$ cat config.mk
export PLATFORM = sky130hd
export DESIGN_NAME = dmem_arbiter
export DESIGN_NICKNAME = d
export VERILOG_FILES = /design/src/rtl/dmem_arbiter.sv
export SDC_FILE = /design/constraint.sdc
export NUM_CORES = 1
export LEC_CHECK = 0
export CAP_MARGIN = 20
export CORE_AREA = 2 2 124 126
export CTS_CLUSTER_DIAMETER = 100
export CTS_CLUSTER_SIZE = 24
export DETAILED_ROUTE_END_ITERATION = 12
export DIE_AREA = 0 0 126 128
export GPL_ROUTABILITY_DRIVEN = 1
export MAX_ROUTING_LAYER = met4
export PLACE_DENSITY = 0.61
export REMOVE_ABC_BUFFERS = 1
export SLEW_MARGIN = 10
export SYNTH_ARGS = -nofsm -noshare
export SYNTH_HDL_FRONTEND = slang
export SYNTH_SLANG_ARGS = --single-unit
$ cat constraint.sdc
create_clock -name clock -period 1.81 [get_ports clock]
set_input_delay 0.362 -clock clock [delete_from_list [all_inputs] [get_ports clock]]
set_output_delay 0.362 -clock clock [all_outputs]
set_load 0.03 [all_outputs]
$ cat src/rtl/dmem_arbiter.sv
`default_nettype none
// +--------------------------------------------------------------------------+
// | dmem_arbiter: round-robin arbiter for the shared data memory, with       |
// | bounded locked sequences for atomic read-modify-write.                   |
// | Revision: 1.0                                                            |
// +--------------------------------------------------------------------------+
module dmem_arbiter #(
  parameter int AW       = 32,
  parameter int DW       = 32,
  parameter int MAX_LOCK = 4
) (
  input  logic          clock,
  input  logic          reset,
  input  logic          m0_req,
  input  logic          m1_req,
  input  logic          m0_we,
  input  logic          m1_we,
  input  logic          m0_lock,
  input  logic          m1_lock,
  input  logic [AW-1:0] m0_addr,
  input  logic [AW-1:0] m1_addr,
  input  logic [DW-1:0] m0_wdata,
  input  logic [DW-1:0] m1_wdata,
  output logic          m0_gnt,
  output logic          m1_gnt,
  output logic          m0_rvalid,
  output logic          m1_rvalid,
  output logic [DW-1:0] m0_rdata,
  output logic [DW-1:0] m1_rdata,
  output logic          mem_en,
  output logic          mem_we,
  output logic [AW-1:0] mem_addr,
  output logic [DW-1:0] mem_wdata,
  input  logic [DW-1:0] mem_rdata,
  output logic [15:0]   m0_wait_cnt
);

  localparam int            CW         = $clog2(MAX_LOCK + 1);
  localparam logic [CW-1:0] C_MAX_LOCK = CW'(MAX_LOCK);
  localparam logic [CW-1:0] C_ONE      = CW'(1);

  localparam logic [1:0] S_UNLOCKED = 2'd0;
  localparam logic [1:0] S_LOCK0    = 2'd1;
  localparam logic [1:0] S_LOCK1    = 2'd2;

  logic [1:0]    r_mode;
  logic          r_last;
  logic [CW-1:0] r_lock_cnt;
  logic          r_m0_rvalid;
  logic          r_m1_rvalid;
  logic [15:0]   r_wait_cnt;

  logic [1:0]    w_mode;
  logic          w_last;
  logic [CW-1:0] w_cnt;
  logic          w_held;
  logic          w_owner;
  logic          w_gnt0;
  logic          w_gnt1;
  logic [1:0]    w_mode_nxt;
  logic          w_last_nxt;
  logic [CW-1:0] w_cnt_nxt;

  // During the reset cycle the combinational outputs see the reset state.
  assign w_mode  = reset ? S_UNLOCKED : r_mode;
  assign w_last  = reset ? 1'b1 : r_last;
  assign w_cnt   = reset ? '0 : r_lock_cnt;
  assign w_held  = (w_mode != S_UNLOCKED) && (w_cnt < C_MAX_LOCK);
  assign w_owner = (w_mode == S_LOCK1);

  always_comb begin
    w_gnt0 = 1'b0;
    w_gnt1 = 1'b0;
    if (w_held) begin
      w_gnt0 = ~w_owner & m0_req;
      w_gnt1 = w_owner & m1_req;
    end else begin
      w_gnt0 = m0_req & (~m1_req | w_last);
      w_gnt1 = m1_req & (~m0_req | ~w_last);
    end
  end

  // A lock continues only while held and re-requested; a forced release restarts at 1.
  always_comb begin
    w_mode_nxt = S_UNLOCKED;
    w_cnt_nxt  = '0;
    w_last_nxt = w_last;
    if (w_gnt0) begin
      w_last_nxt = 1'b0;
      if (m0_lock) begin
        w_mode_nxt = S_LOCK0;
        w_cnt_nxt  = w_held ? (w_cnt + C_ONE) : C_ONE;
      end
    end else if (w_gnt1) begin
      w_last_nxt = 1'b1;
      if (m1_lock) begin
        w_mode_nxt = S_LOCK1;
        w_cnt_nxt  = w_held ? (w_cnt + C_ONE) : C_ONE;
      end
    end
  end

  always_ff @(posedge clock) begin
    if (reset) begin
      r_mode      <= S_UNLOCKED;
      r_last      <= 1'b1;
      r_lock_cnt  <= '0;
      r_m0_rvalid <= 1'b0;
      r_m1_rvalid <= 1'b0;
      r_wait_cnt  <= 16'd0;
    end else begin
      r_mode      <= w_mode_nxt;
      r_last      <= w_last_nxt;
      r_lock_cnt  <= w_cnt_nxt;
      r_m0_rvalid <= w_gnt0 & ~m0_we;
      r_m1_rvalid <= w_gnt1 & ~m1_we;
      if (m0_req && !w_gnt0 && (r_wait_cnt != 16'hFFFF)) begin
        r_wait_cnt <= r_wait_cnt + 16'd1;
      end
    end
  end

  assign m0_gnt      = w_gnt0;
  assign m1_gnt      = w_gnt1;
  assign m0_rvalid   = r_m0_rvalid & ~reset;
  assign m1_rvalid   = r_m1_rvalid & ~reset;
  assign m0_rdata    = m0_rvalid ? mem_rdata : '0;
  assign m1_rdata    = m1_rvalid ? mem_rdata : '0;
  assign m0_wait_cnt = reset ? 16'd0 : r_wait_cnt;

  assign mem_en    = w_gnt0 | w_gnt1;
  assign mem_we    = w_gnt0 ? m0_we    : (w_gnt1 ? m1_we    : 1'b0);
  assign mem_addr  = w_gnt0 ? m0_addr  : (w_gnt1 ? m1_addr  : '0);
  assign mem_wdata = w_gnt0 ? m0_wdata : (w_gnt1 ? m1_wdata : '0);

endmodule
`default_nettype wire

# Word-level counts from Yosys, hierarchy flattened
# Index checks and enable logic that the tools add are counted.
op_classes:
  addsub: 2
  magnitude_cmp: 1
  eq_ne: 2
  n_mux: 25
  n_bitwise: 18
  n_reduce_logical: 5
op_table:
  columns: ["cell", "n"]
  rows:
  - ["32-bit two-way mux", 6]
  - ["3-bit two-way mux", 6]
  - ["16-bit by 1-bit adder with 16-bit output, second input constant", 1]
  - ["16-bit two-way mux", 1]
  - ["16-bit != test, second input constant", 1]
  - ["1-bit AND", 8]
  - ["1-bit two-way mux", 8]
  - ["2-bit two-way mux", 4]
  - ["1-bit inverter", 7]
  - ["3-bit by 1-bit adder with 3-bit output, second input constant", 1]
  - ["1-bit logical AND", 3]
  - ["3-bit less-than comparator, second input constant", 1]
  - ["1-bit OR", 3]
  - ["2-bit == test, second input constant", 1]
  - ["2-bit nonzero test", 1]
  - ["1-bit logical NOT", 1]
totals:
  reg_bits: 24
  inputBits: 168

# Longest topological paths before layout
depth:
  word_depth: 8
  depth_mapped: 7

# Least setup slack after synthesis
# OpenSTA, ideal clock, no wires.
synth_timing:
  path_kind: "in2out"
  from: "in reset"
  to: "out mem_wdata[22]"
  arrival_ps: 1758
  required_time_ps: 1448
  setup_slack_ps: -310
  cell_stages: 6
  cell_sequence: "nor2_1 o21a_1 o21a_1 buf_2 clkbuf_1 a22o_1"
synth_via:
  elab_chain_len: 7
synth_lines:
  columns: ["element", "line", "source"]
  rows:
  - ["start: declaration", "13", "input logic reset,"]
  - ["branches (longest 4 deep; another with 3-bit less-than comparator)", null, null]
  - ["1-bit two-way mux *", "74", "if (w_held) begin"]
  - ["net m1_gnt", "25", "output logic m1_gnt,"]
  - ["32-bit two-way mux * (2 in a row)", "134", "assign mem_wdata = w_gnt0 ? m0_wdata : (w_gnt1 ? m1_wdata : '0);"]
  - ["end: declaration", "33", "output logic [DW-1:0] mem_wdata,"]
# Mark *: on every way through the listed nets, which the timed path passes.

# Worst setup path after layout
layout_timing:
  from: "reg r_lock_cnt[2]"
  to: "out mem_wdata[28]"
layout_via:
  elab_chain_len: 6
layout_lines:
  columns: ["element", "line", "source"]
  rows:
  - ["start: declaration", "48", "logic [CW-1:0] r_lock_cnt;"]
  - ["start signal: assignment", "114", "r_lock_cnt <= w_cnt_nxt;"]
  - ["3-bit two-way mux *", "67", "assign w_cnt = reset ? '0 : r_lock_cnt;"]
  - ["3-bit less-than comparator *", "68", "assign w_held = (w_mode != S_UNLOCKED) && (w_cnt < C_MAX_LOCK);"]
  - ["1-bit logical AND *", "68", null]
  - ["1-bit two-way mux", "74", null]
  - ["32-bit two-way mux", "134", null]
  - ["32-bit two-way mux *", "134", null]
# Every way passes the cells marked *; elsewhere a longest branch is shown, timed or not.

==> flow_summary.toml <==
[status]
status = "finished, violations left"
violations = "negative setup slack"

[route]
vias = 3835
wl_per_cell_um = 16.6
ant_nets = 0
vias_per_cell = 4.43
drtPass1Iterations = 4
wl_mm = 14.4
first_iter_violations = 105
route.detailed.drc = 0

[yosys]
synthXorXnorAreaFrac_pct = 2.98
synthAdderAreaFrac_pct = 1.06
synth_seq_cells = 24
ys_warn_count = 0
synth_area_sq_um = 2350
synth-compound-area-share_pct = 29.2
synth_top_family_by_area = "simple AND/OR/NAND/NOR gates"
synthMuxAreaShare_pct = 2.71
syn_area_per_cell_sq_um = 7.89
synth_top_area_share_pct = 24.2
yosysSeqAreaShare_pct = 20.4
synth_area_leaders = "a22o_1 24%, dfxtp_1 20%, and2_1 17%, nor2b_1 4.8%, nor2_1 2.9%"
synth_cells = 298
synthSimpleGateAreaFrac_pct = 37.8
yosysTopAreaCell = "a22o_1"
synth.distinct_cells = 41

[clock_tree]
postCtsHoldBufs = 0
cts_max_path_buffers = 2
cts_htree_levels = 1
cts_buffers = 3
cts_tree = "built"
clock_latency_ns = 0.25
cts.clk_slew.worst_paths_ns = 0.06
cts_root_buf = "clkbuf_16"
cts.sinks = 24

[timing]
skew_ns = 0.00281
layout_min_cycle_time_ns = 2.20
rsz0062_at_grt = "yes"
max_slew_margin_pct = 70.7
worstMarginPinSlew_ns = 0.435
drv_slew = 0
hold_slack_ns = 0.446
fin_ws_ns = -0.385
setup_violations = 71
hold_viol_final = 0
setup_tns_ns = -23.40
fmax_ghz = 0.456
fin_crit_sh_pct = 121

[finish]
final_cell_mix = "164 x clkdlybuf4s50_1, 120 x buf_4, 88 x buf_6"
final_nets = 848
mostFrequentLayoutCell = "clkdlybuf4s50_1"
syn_to_final_growth_pct = 189
layoutNonFillerInstCount = 865
drive_above_1_share_pct = 40.6
diodes = 0
design_area_sq_um = 6800

[placed_design]
io_buffers = 317
dpl.cell_count = 838
placed_area_sq_um = 5840
gp_congestion = 0.835
post-dp-hpwl_mm = 10.9

[worst_setup_path]
cp_max_fo = 4
rr_startpoint = "r_lock_cnt[2]"
critPathCaptureType = "output pin"
worstPathArrival_ns = 1.83
critPathLaunchType = "register"
critical_path_class = "register to output pin"
crit_required_ns = 1.45
setup.worst_path.start = "r_lock_cnt[2]"

[floorplanning]
rows = 45
start_util_pct = 15.8
ios = 318
die_area_sq_um = 16100
die_h_um = 128
die_w_um = 126
core_area_sq_um = 14900

[pwr]
p_leak_uw = 0.00308
ir_worst_vdd_mv = 0.352
powerDensity_nw_per_um2 = 404

[global_route]
globalRouteTotalUtil_pct = 16.5
grt_pass1_vias = 3805
grt_max_degree = 34
grt_antenna_before_repair = 0
grt_overflow = 0
grt_pass1_wl_mm = 20.8

[flow_run]
maxCapViolCount = 0

[hold_path]
min_from = "r_lock_cnt[0]"
hp-class = "register to register"
-- final cells by class --
| type | instances | area (sq um) |
|---|---|---|
| sequential | 24 | 484 |
| clock buffer | 4 | 88.8 |
| multi-input combinational | 243 | 1880 |
| fill | 1434 | 8070 |
| tap | 188 | 235 |
| timing repair buffer | 401 | 4090 |
| inverter | 5 | 18.8 |
-- cells by family after synthesis --
family	count (synthesis)
muxes	5
AOI/OAI and AO/OA	79
adders and majority gates	2
buffers and inverters	31
and+or+nand+nor	149
xor gates and xnor gates	8
DFF	24
-- worst max-delay path: stages, from the launching register on --
cell and delay [ns]:
dfxtp_2 0.32, and2b_1 0.20, o211ai_1 0.08, and2_4 0.20
buf_12 0.13, buf_4 0.12, buf_8 0.12, a22o_4 0.26
buf_12 0.14
-- where the power goes --
group	total (uW)	leakage, uW	switching [uW]	internal, uW
logic	1680	0.00284	726	959
clock network	523	0.0000442	185	338
registers	541	0.000195	5.00	536
-- path summary, 6_finish.rpt --
check	end	slack [ns]	cells after the start
max	mem_wdata[28]	-0.39	8
min	r_lock_cnt[0]	0.45	1
max reg2reg	r_lock_cnt[2]	-0.07	9
min reg2reg	r_lock_cnt[0]	0.45	1
-- routing by layer --
layer,GRT usage [%],up-vias,part of all wire (%)
met5,-,-,0
met4,2.33,0,0.77
met3,2.96,8,6.9
met2,30.5,195,53
met1,19.1,1785,39
li1,-,1847,-
-- synth_stat cells --
library cell / n
a211oi_1: 1
a21boi_1: 1
a22o_1: 65
and2_1: 65
and2b_1: 1
and3_1: 2
and4_1: 1
buf_2: 10
buf_6: 1
clkbuf_1: 15
dfxtp_1: 24
ha_1: 2
inv_1: 5
mux2_2: 3
mux2_4: 2
nand2_1: 10
nand2b_1: 1
nand3_1: 9
nand4_1: 4
nand4_2: 1
nand4bb_1: 1
nor2_1: 18
nor2_2: 1
nor2b_1: 18
nor3_1: 3
nor3_2: 1
nor3b_1: 3
nor4_1: 5
nor4_4: 1
nor4bb_1: 1
o2111ai_4: 1
o211a_1: 1
o211ai_1: 1
o21a_1: 2
o21ai_0: 4
o31ai_1: 2
o41ai_1: 1
or2_1: 2
or2_2: 1
xnor2_1: 7
xor2_1: 1
-- repair_timing --
action	CTS	global route
endpoints found under the setup margin	164	113
endpoints found under the hold margin	0	0
buffers inserted	11	6
resized for setup	118	25
pin swaps	73	12
cloned	6	3
-- per-stage QoR --
stage               utilization [%]  worst slack, ns  total power (uW)
floorplan                         -            -1.22              1110
global placement               39.3           -0.657              1920
detailed placement             39.3           -0.705              1930
CTS                            44.6           -0.397              2730
global route                   45.7           -0.465              2850
finish                         45.7           -0.385              2750
-- sequential cells by signal (all words and copies together), names as in the netlist --
signal / cells
r_m0_rvalid: 1
r_wait_cnt: 16
r_lock_cnt: 3
r_m1_rvalid: 1
r_last: 1
r_mode: 2
Power figures use the tool's default switching activity.
